`config.mk`:
```
export PLATFORM = sky130hd
export DESIGN_NAME = uctl_evt_arbiter_flat
export DESIGN_NICKNAME = d
export VERILOG_FILES = /design/src/rtl/uctl_evt_pkg.sv /design/src/rtl/uctl_evt_arbiter_if.sv /design/src/rtl/uctl_evt_edge_stage.sv /design/src/rtl/uctl_evt_arbiter.sv /design/src/flat_wrapper.sv
export SDC_FILE = /design/constraint.sdc
export NUM_CORES = 1
export LEC_CHECK = 0
export CORE_MARGIN = 10
export CORE_UTILIZATION = 63
export CTS_BUF_LIST = sky130_fd_sc_hd__clkbuf_8
export CTS_CLUSTER_SIZE = 25
export DETAILED_ROUTE_END_ITERATION = 6
export DONT_BUFFER_PORTS = 1
export PLACE_DENSITY = 0.9
export SLEW_MARGIN = 20
export SYNTH_ARGS = -nofsm -noshare
export SYNTH_HDL_FRONTEND = slang
export SYNTH_HIERARCHICAL = 1
export SYNTH_SLANG_ARGS = --single-unit
export TNS_END_PERCENT = 30
```
`constraint.sdc`:
```
create_clock -name clk -period 1.45 [get_ports clk]
set_clock_uncertainty 0.15 [all_clocks]
set_input_delay 0.145 -clock clk [delete_from_list [all_inputs] [get_ports clk]]
set_output_delay 0.145 -clock clk [all_outputs]
set_load 0.01 [all_outputs]
```
`src/rtl/uctl_evt_pkg.sv`:
```
// Shared types and sizing helpers for the USB event arbiter.
package uctl_evt_pkg;

  localparam int NUM_EVT_DEFAULT = 4;

  typedef enum logic {
    ST_IDLE  = 1'b0,
    ST_GRANT = 1'b1
  } arb_state_e;

  function automatic int id_width(input int n);
    return (n < 2) ? 1 : $clog2(n);
  endfunction

endpackage

```
`src/rtl/uctl_evt_arbiter_if.sv`:
```
// Valid/ready event port between the event arbiter and the controller core.
interface uctl_evt_arbiter_if
  import uctl_evt_pkg::*;
#(
  parameter int NUM_EVT = NUM_EVT_DEFAULT
);

  localparam int IdW = id_width(NUM_EVT);

  logic           evtValid;
  logic [IdW-1:0] evtId;
  logic           evtReady;

  modport master (output evtValid, output evtId, input evtReady);
  modport slave  (input evtValid, input evtId, output evtReady);

endinterface

```
`src/rtl/uctl_evt_edge_stage.sv`:
```
// One event line: optional two-flop synchronizer, previous-level register and
// masked rising-edge detect.
module uctl_evt_edge_stage #(
  parameter bit BYPASS = 1'b0
) (
  input  logic clk,
  input  logic reset,
  input  logic evt_i,
  input  logic mask_i,
  output logic edge_o
);

  logic sync_out;
  logic prev_q;

  generate
    if (BYPASS) begin : g_bypass
      assign sync_out = evt_i;
    end else begin : g_sync
      logic meta_q;
      logic sync_q;
      always_ff @(posedge clk or posedge reset) begin
        if (reset) begin
          meta_q <= 1'b0;
          sync_q <= 1'b0;
        end else begin
          meta_q <= evt_i;
          sync_q <= meta_q;
        end
      end
      assign sync_out = sync_q;
    end
  endgenerate

  always_ff @(posedge clk or posedge reset) begin
    if (reset) prev_q <= 1'b0;
    else       prev_q <= sync_out;
  end

  assign edge_o = sync_out & ~prev_q & mask_i;

endmodule

```
`src/rtl/uctl_evt_arbiter.sv`:
```
// Latches per-line event edges and presents them one at a time, round robin.
// Optional macro UCTL_EVT_OVERFLOW_EN builds the sticky per-line overflow flags.
module uctl_evt_arbiter
  import uctl_evt_pkg::*;
#(
  parameter int NUM_EVT = NUM_EVT_DEFAULT,
  parameter bit BYPASS  = 1'b0
) (
  input  logic               clk,
  input  logic               reset,
  input  logic [NUM_EVT-1:0] evtIn,
  input  logic [NUM_EVT-1:0] evtMask,
  input  logic               ovfClr,
  output logic [NUM_EVT-1:0] evtOvf,
  uctl_evt_arbiter_if.master evt_if
);

  // state | meaning
  // IDLE  | bubble cycle; pick the next pending line from rr_q
  // GRANT | event presented, evtId frozen until evtReady
  localparam int IdW = id_width(NUM_EVT);
  localparam logic [IdW-1:0] LastId = IdW'(NUM_EVT - 1);

  logic [NUM_EVT-1:0] edge_w;
  logic [NUM_EVT-1:0] pend_q, pend_d;
  logic [NUM_EVT-1:0] clr_mask;
  arb_state_e         state_q, state_d;
  logic [IdW-1:0]     id_q, id_d;
  logic [IdW-1:0]     rr_q, rr_d;
  logic [IdW-1:0]     win_id;
  logic               win_found;
  logic               accept;

  for (genvar g = 0; g < NUM_EVT; g++) begin : g_line
    uctl_evt_edge_stage #(.BYPASS(BYPASS)) u_edge (
      .clk    (clk),
      .reset  (reset),
      .evt_i  (evtIn[g]),
      .mask_i (evtMask[g]),
      .edge_o (edge_w[g])
    );
  end

  function automatic logic [IdW-1:0] rr_index(input logic [IdW-1:0] base, input int ofs);
    int k;
    k = int'(base) + ofs;
    if (k >= NUM_EVT) k = k - NUM_EVT;
    return IdW'(k);
  endfunction

  always_comb begin
    win_id    = '0;
    win_found = 1'b0;
    for (int j = 0; j < NUM_EVT; j++) begin
      if (!win_found && pend_q[rr_index(rr_q, j)]) begin
        win_id    = rr_index(rr_q, j);
        win_found = 1'b1;
      end
    end
  end

  assign accept = (state_q == ST_GRANT) && evt_if.evtReady;

  // A fresh edge on the line being accepted re-arms it instead of being lost.
  always_comb begin
    clr_mask = '0;
    if (accept) clr_mask[id_q] = 1'b1;
    pend_d = (pend_q & ~clr_mask) | edge_w;
  end

  always_comb begin
    state_d = state_q;
    id_d    = id_q;
    rr_d    = rr_q;
    case (state_q)
      ST_IDLE: begin
        if (win_found) begin
          id_d    = win_id;
          state_d = ST_GRANT;
        end
      end
      ST_GRANT: begin
        if (evt_if.evtReady) begin
          rr_d    = (id_q == LastId) ? '0 : id_q + IdW'(1);
          state_d = ST_IDLE;
        end
      end
      default: state_d = ST_IDLE;
    endcase
  end

  always_ff @(posedge clk or posedge reset) begin
    if (reset) begin
      state_q <= ST_IDLE;
      id_q    <= '0;
      rr_q    <= '0;
      pend_q  <= '0;
    end else begin
      state_q <= state_d;
      id_q    <= id_d;
      rr_q    <= rr_d;
      pend_q  <= pend_d;
    end
  end

  assign evt_if.evtValid = (state_q == ST_GRANT);
  assign evt_if.evtId    = id_q;

`ifdef UCTL_EVT_OVERFLOW_EN
  logic [NUM_EVT-1:0] ovf_q, ovf_d;

  // A new overflow beats a simultaneous clear.
  always_comb begin
    ovf_d = (ovfClr ? '0 : ovf_q) | (edge_w & pend_q & ~clr_mask);
  end

  always_ff @(posedge clk or posedge reset) begin
    if (reset) ovf_q <= '0;
    else       ovf_q <= ovf_d;
  end

  assign evtOvf = ovf_q;
`else
  logic unused_ovf_clr;
  assign unused_ovf_clr = ovfClr;
  assign evtOvf         = '0;
`endif

endmodule

```
`src/flat_wrapper.sv`:
```
// flat-port wrapper written by rule: the top's interface ports become plain ports
module uctl_evt_arbiter_flat import uctl_evt_pkg::*;
#(
  parameter int NUM_EVT = NUM_EVT_DEFAULT,
  parameter bit BYPASS  = 1'b0
)
  (clk, reset, evtIn, evtMask, ovfClr, evtOvf, evt_if_evtValid, evt_if_evtId, evt_if_evtReady);
  uctl_evt_arbiter_if #(.NUM_EVT(NUM_EVT)) evt_if_i ();
  input  logic clk;
  input  logic reset;
  input  logic [NUM_EVT-1:0] evtIn;
  input  logic [NUM_EVT-1:0] evtMask;
  input  logic ovfClr;
  output logic [NUM_EVT-1:0] evtOvf;
  output wire logic [$bits(evt_if_i.evtValid)-1:0] evt_if_evtValid;
  output wire logic [$bits(evt_if_i.evtId)-1:0] evt_if_evtId;
  input wire logic [$bits(evt_if_i.evtReady)-1:0] evt_if_evtReady;
  assign evt_if_evtValid = evt_if_i.evtValid;
  assign evt_if_evtId = evt_if_i.evtId;
  assign evt_if_i.evtReady = evt_if_evtReady;
  uctl_evt_arbiter #(.NUM_EVT(NUM_EVT), .BYPASS(BYPASS)) u_core (.clk(clk), .reset(reset), .evtIn(evtIn), .evtMask(evtMask), .ovfClr(ovfClr), .evtOvf(evtOvf), .evt_if(evt_if_i));
endmodule
```
==> flow_summary_export.csv <==
group,metric,value,unit
run_status,status,"finished clean",
synth,synth.avg_cell_area,11.95,sq um
setup_path,r2r_slack,70,ps
power_and_ir_drop,power.density,1738,mW/mm^2
routing,drc,0,
clock_network,clkLatencyLatePin,260,ps
grt,grt_pass1_wl,2.939,mm
grt,grt_max_degree,13,
clock_network,clkTransAtPathRegs,70,ps
min_path,hold_path_end,"u_core/pend_q[0]",
setup_path,critical_path_class,"reg -> reg",
clock_network,cts_sinks,21,
timing,rsz0062_at_grt,"no",
synth,yosys_warnings,6,
grt,met2_usage,20.62,%
routing,post_drt_wl_per_cell,17.49,um
timing,max_freq,725.4,MHz
min_path,min_from,"evtMask[0]",
clock_network,h-tree-depth,1,
setup_path,timing.rr.end,"u_core/evt_if.evtId[1]",
setup_path,worstSetupStartpointType,"register",
timing,period_minus_slack,1379,ps
setup_path,cp_max_fo,4,
job,drv_cap,0,
placement,portBuffers,0,
routing,firstDrtPassIters,4,
layout,multiInputGateArea,294.0,sq um
floorplan,fp.dieArea,0.003272,sq mm
synth,yosysTopAreaCell,"dfrtp_1",
grt,grt_pass1_vias,588,
floorplan,die_h,57.21,um
min_path,hold_class,"in -> reg",
power_and_ir_drop,ir_drop,1.094,mV
grt,grt.busiest_layer,"met2",
layout,fin_util,79.90,%
floorplan,rows,13,
layout,drive_gt1_share,18.18,%
synth,synthTopCellsByArea,"dfrtp_1, ha_1, inv_1",
timing,setup_tns,0,ps
timing,timing.final.crit_share,95.08,%
power_and_ir_drop,p_leak,0.5226,nW
layout,regArea,525.5,sq um
layout,fill_cells,71,
floorplan,ios,19,
setup_path,required,1480,ps
clock_network,cts_tree,"yes",
min_path,worstHoldPathCells,2,
floorplan,core_area,0.001301,sq mm
timing,setup_viol,0,
synth,ys_types,23,
clock_network,cts_root_buf,"clkbuf_8",
placement,place_congestion,0.7547,
layout,antenna-diode-count,0,
placement,dp_hpwl,1.196,mm
synth,ys_ff_latch,21,
routing,drtIter0Drc,9,
grt,grt_util_all_layers,11.48,%
timing,hold_viol,0,
setup_path,reg2regPathDepth,5,
synth,synthCells,73,
grt,antenna_found_initial,0,
routing,wirelength,1.801,mm
floorplan,die_x,57.21,um
setup_path,timing.rr.start,"u_core/pend_q[1]",
clock_network,cts.path.max_buffers,2,
grt,grt_use_met1,10.60,%
layout,nets,105,
synth,ys_seq_area_share,60.26,%
setup_path,crit_path_end_kind,"register",
routing,avgViaCountPerCell,5.282,
synth,netlist.area_leader.share,60.26,%
routing,via_count,544,
setup_path,cp_data_arrival_time,1410,ps
routing,drtAntennaViolNets,0,
clock_network,post_cts_buffers,0,
power_and_ir_drop,design_power_total,1.807,mW
grt,grt.overflow.total,0,
grt,grt_use_met3,5.752,%
layout,syn2layout_area_growth,19.23,%
synth,synth_area,872.1,sq um
clock_network,cts_made_buffers,3,
floorplan,initial_core_util,67.02,%
timing,drv_slew,0,
==> cell usage in the layout (no fill, tap or decap), drive strengths merged <==
cell	instances
nand2	5
a21oi	3
dfrtp	21
nor2	3
clkbuf	3
inv	10
and2	1
nor4	1
nor2b	1
dlygate4sd3	8
a21o	5
conb	4
o22ai	2
buf	5
o221ai	1
ha	4
o21ai	2
and3b	4
mux2	2
or2	1
a22o	1
clkinv	1
==> layer usage <==
layer / share of wire (%) / wire length [um] / up-vias
met5: 0 / 0 / -
met4: 0.56 / 10 / 0
met3: 6.9 / 125 / 2
met2: 54 / 981 / 17
met1: 38 / 684 / 269
li1: - / - / 256
==> report_power, final <==
| part | leakage [nW] | switching [mW] | internal [mW] |
|---|---|---|---|
| sequential | 0.242 | 0.172 | 0.713 |
| combinational | 0.255 | 0.258 | 0.290 |
| clock | 0.0255 | 0.184 | 0.191 |
==> synthesized netlist by cell type <==
cell type / number
dfrtp_1: 21
inv_1: 10
nand2_1: 5
and3b_1: 4
buf_4: 4
ha_1: 4
a21o_1: 3
nor2_1: 3
a21o_2: 2
a21oi_1: 2
mux2_2: 2
o22ai_1: 2
a21oi_2: 1
a22o_1: 1
and2_1: 1
clkbuf_2: 1
conb_1: 1
nor2b_1: 1
nor4_2: 1
o21ai_0: 1
o21ai_1: 1
o221ai_1: 1
or2_4: 1
==> stage by stage <==
stage                     std cells  setup WS (ps)  hold WS, ps  area [sq um]
final                           103          71.40        2.091          1040
after global routing            103          21.80        5.371          1040
after CTS                       102          65.19       0.9084          1021
after detailed placement         91          74.31       -241.7         904.6
after global placement           91          93.99       -249.6         904.6
after floorplan                  76          127.9       -251.4         883.3
==> worst max path at each step <==
stage | slack [ps] | from | cells past startpoint | endpoint
after global routing | 20 | u_core/pend_q[2] | 4 | u_core/evt_if.evtId[0]
after global placement | 90 | u_core/pend_q[0] | 4 | u_core/evt_if.evtId[0]
after detailed placement | 70 | u_core/pend_q[0] | 4 | u_core/evt_if.evtId[0]
after floorplan | 130 | u_core/evt_if.evtId[0] | 3 | u_core/rr_q[1]
final | 70 | u_core/pend_q[1] | 5 | u_core/evt_if.evtId[1]
after CTS | 70 | u_core/pend_q[2] | 4 | u_core/evt_if.evtId[0]
==> cell type report <==
cell class,count,area share (%)
clock buffers,3,3.971
clock inverters,1,0.4813
inverters,10,3.610
multi-input cells,40,28.28
flip-flops and latches,21,50.54
well taps,15,1.805
repair buffers,13,11.31
==> what timing repair did <==
item                                    4_1_cts  5_1_grt
endpoints found under the setup margin        0        1
endpoints found under the hold margin        27        1
gates resized for setup                       0        1
hold buffers                                  7        1
==> state kept, by name, summed over array words and instances, names as in the netlist <==
name	count
u_core/rr_q	2
u_core/g_line.u_edge/g_sync.meta_q	4
u_core/g_line.u_edge/prev_q	4
u_core/pend_q	4
u_core/evt_if.evtId	2
u_core/g_line.u_edge/g_sync.sync_q	4
u_core/evt_if.evtValid	1
==> kinds of logic after synthesis <==
group                      share of synthesized area (%)
buffers and inverters                              8.321
muxes                                              2.582
AOI/OAI and AO/OA                                  11.33
DFF                                                60.26
adders and majority gates                          5.739
and+or+nand+nor                                    11.33
other                                             0.4300
==> worst max-delay path, stage by stage (launching register included) <==
cell and delay (ps):
dfrtp_1 430, buf_4 170, a21o_2 180, a21oi_1 170, o22ai_1 90, o21ai_1 120
Note: power is estimated with default switching activity, not from simulation.
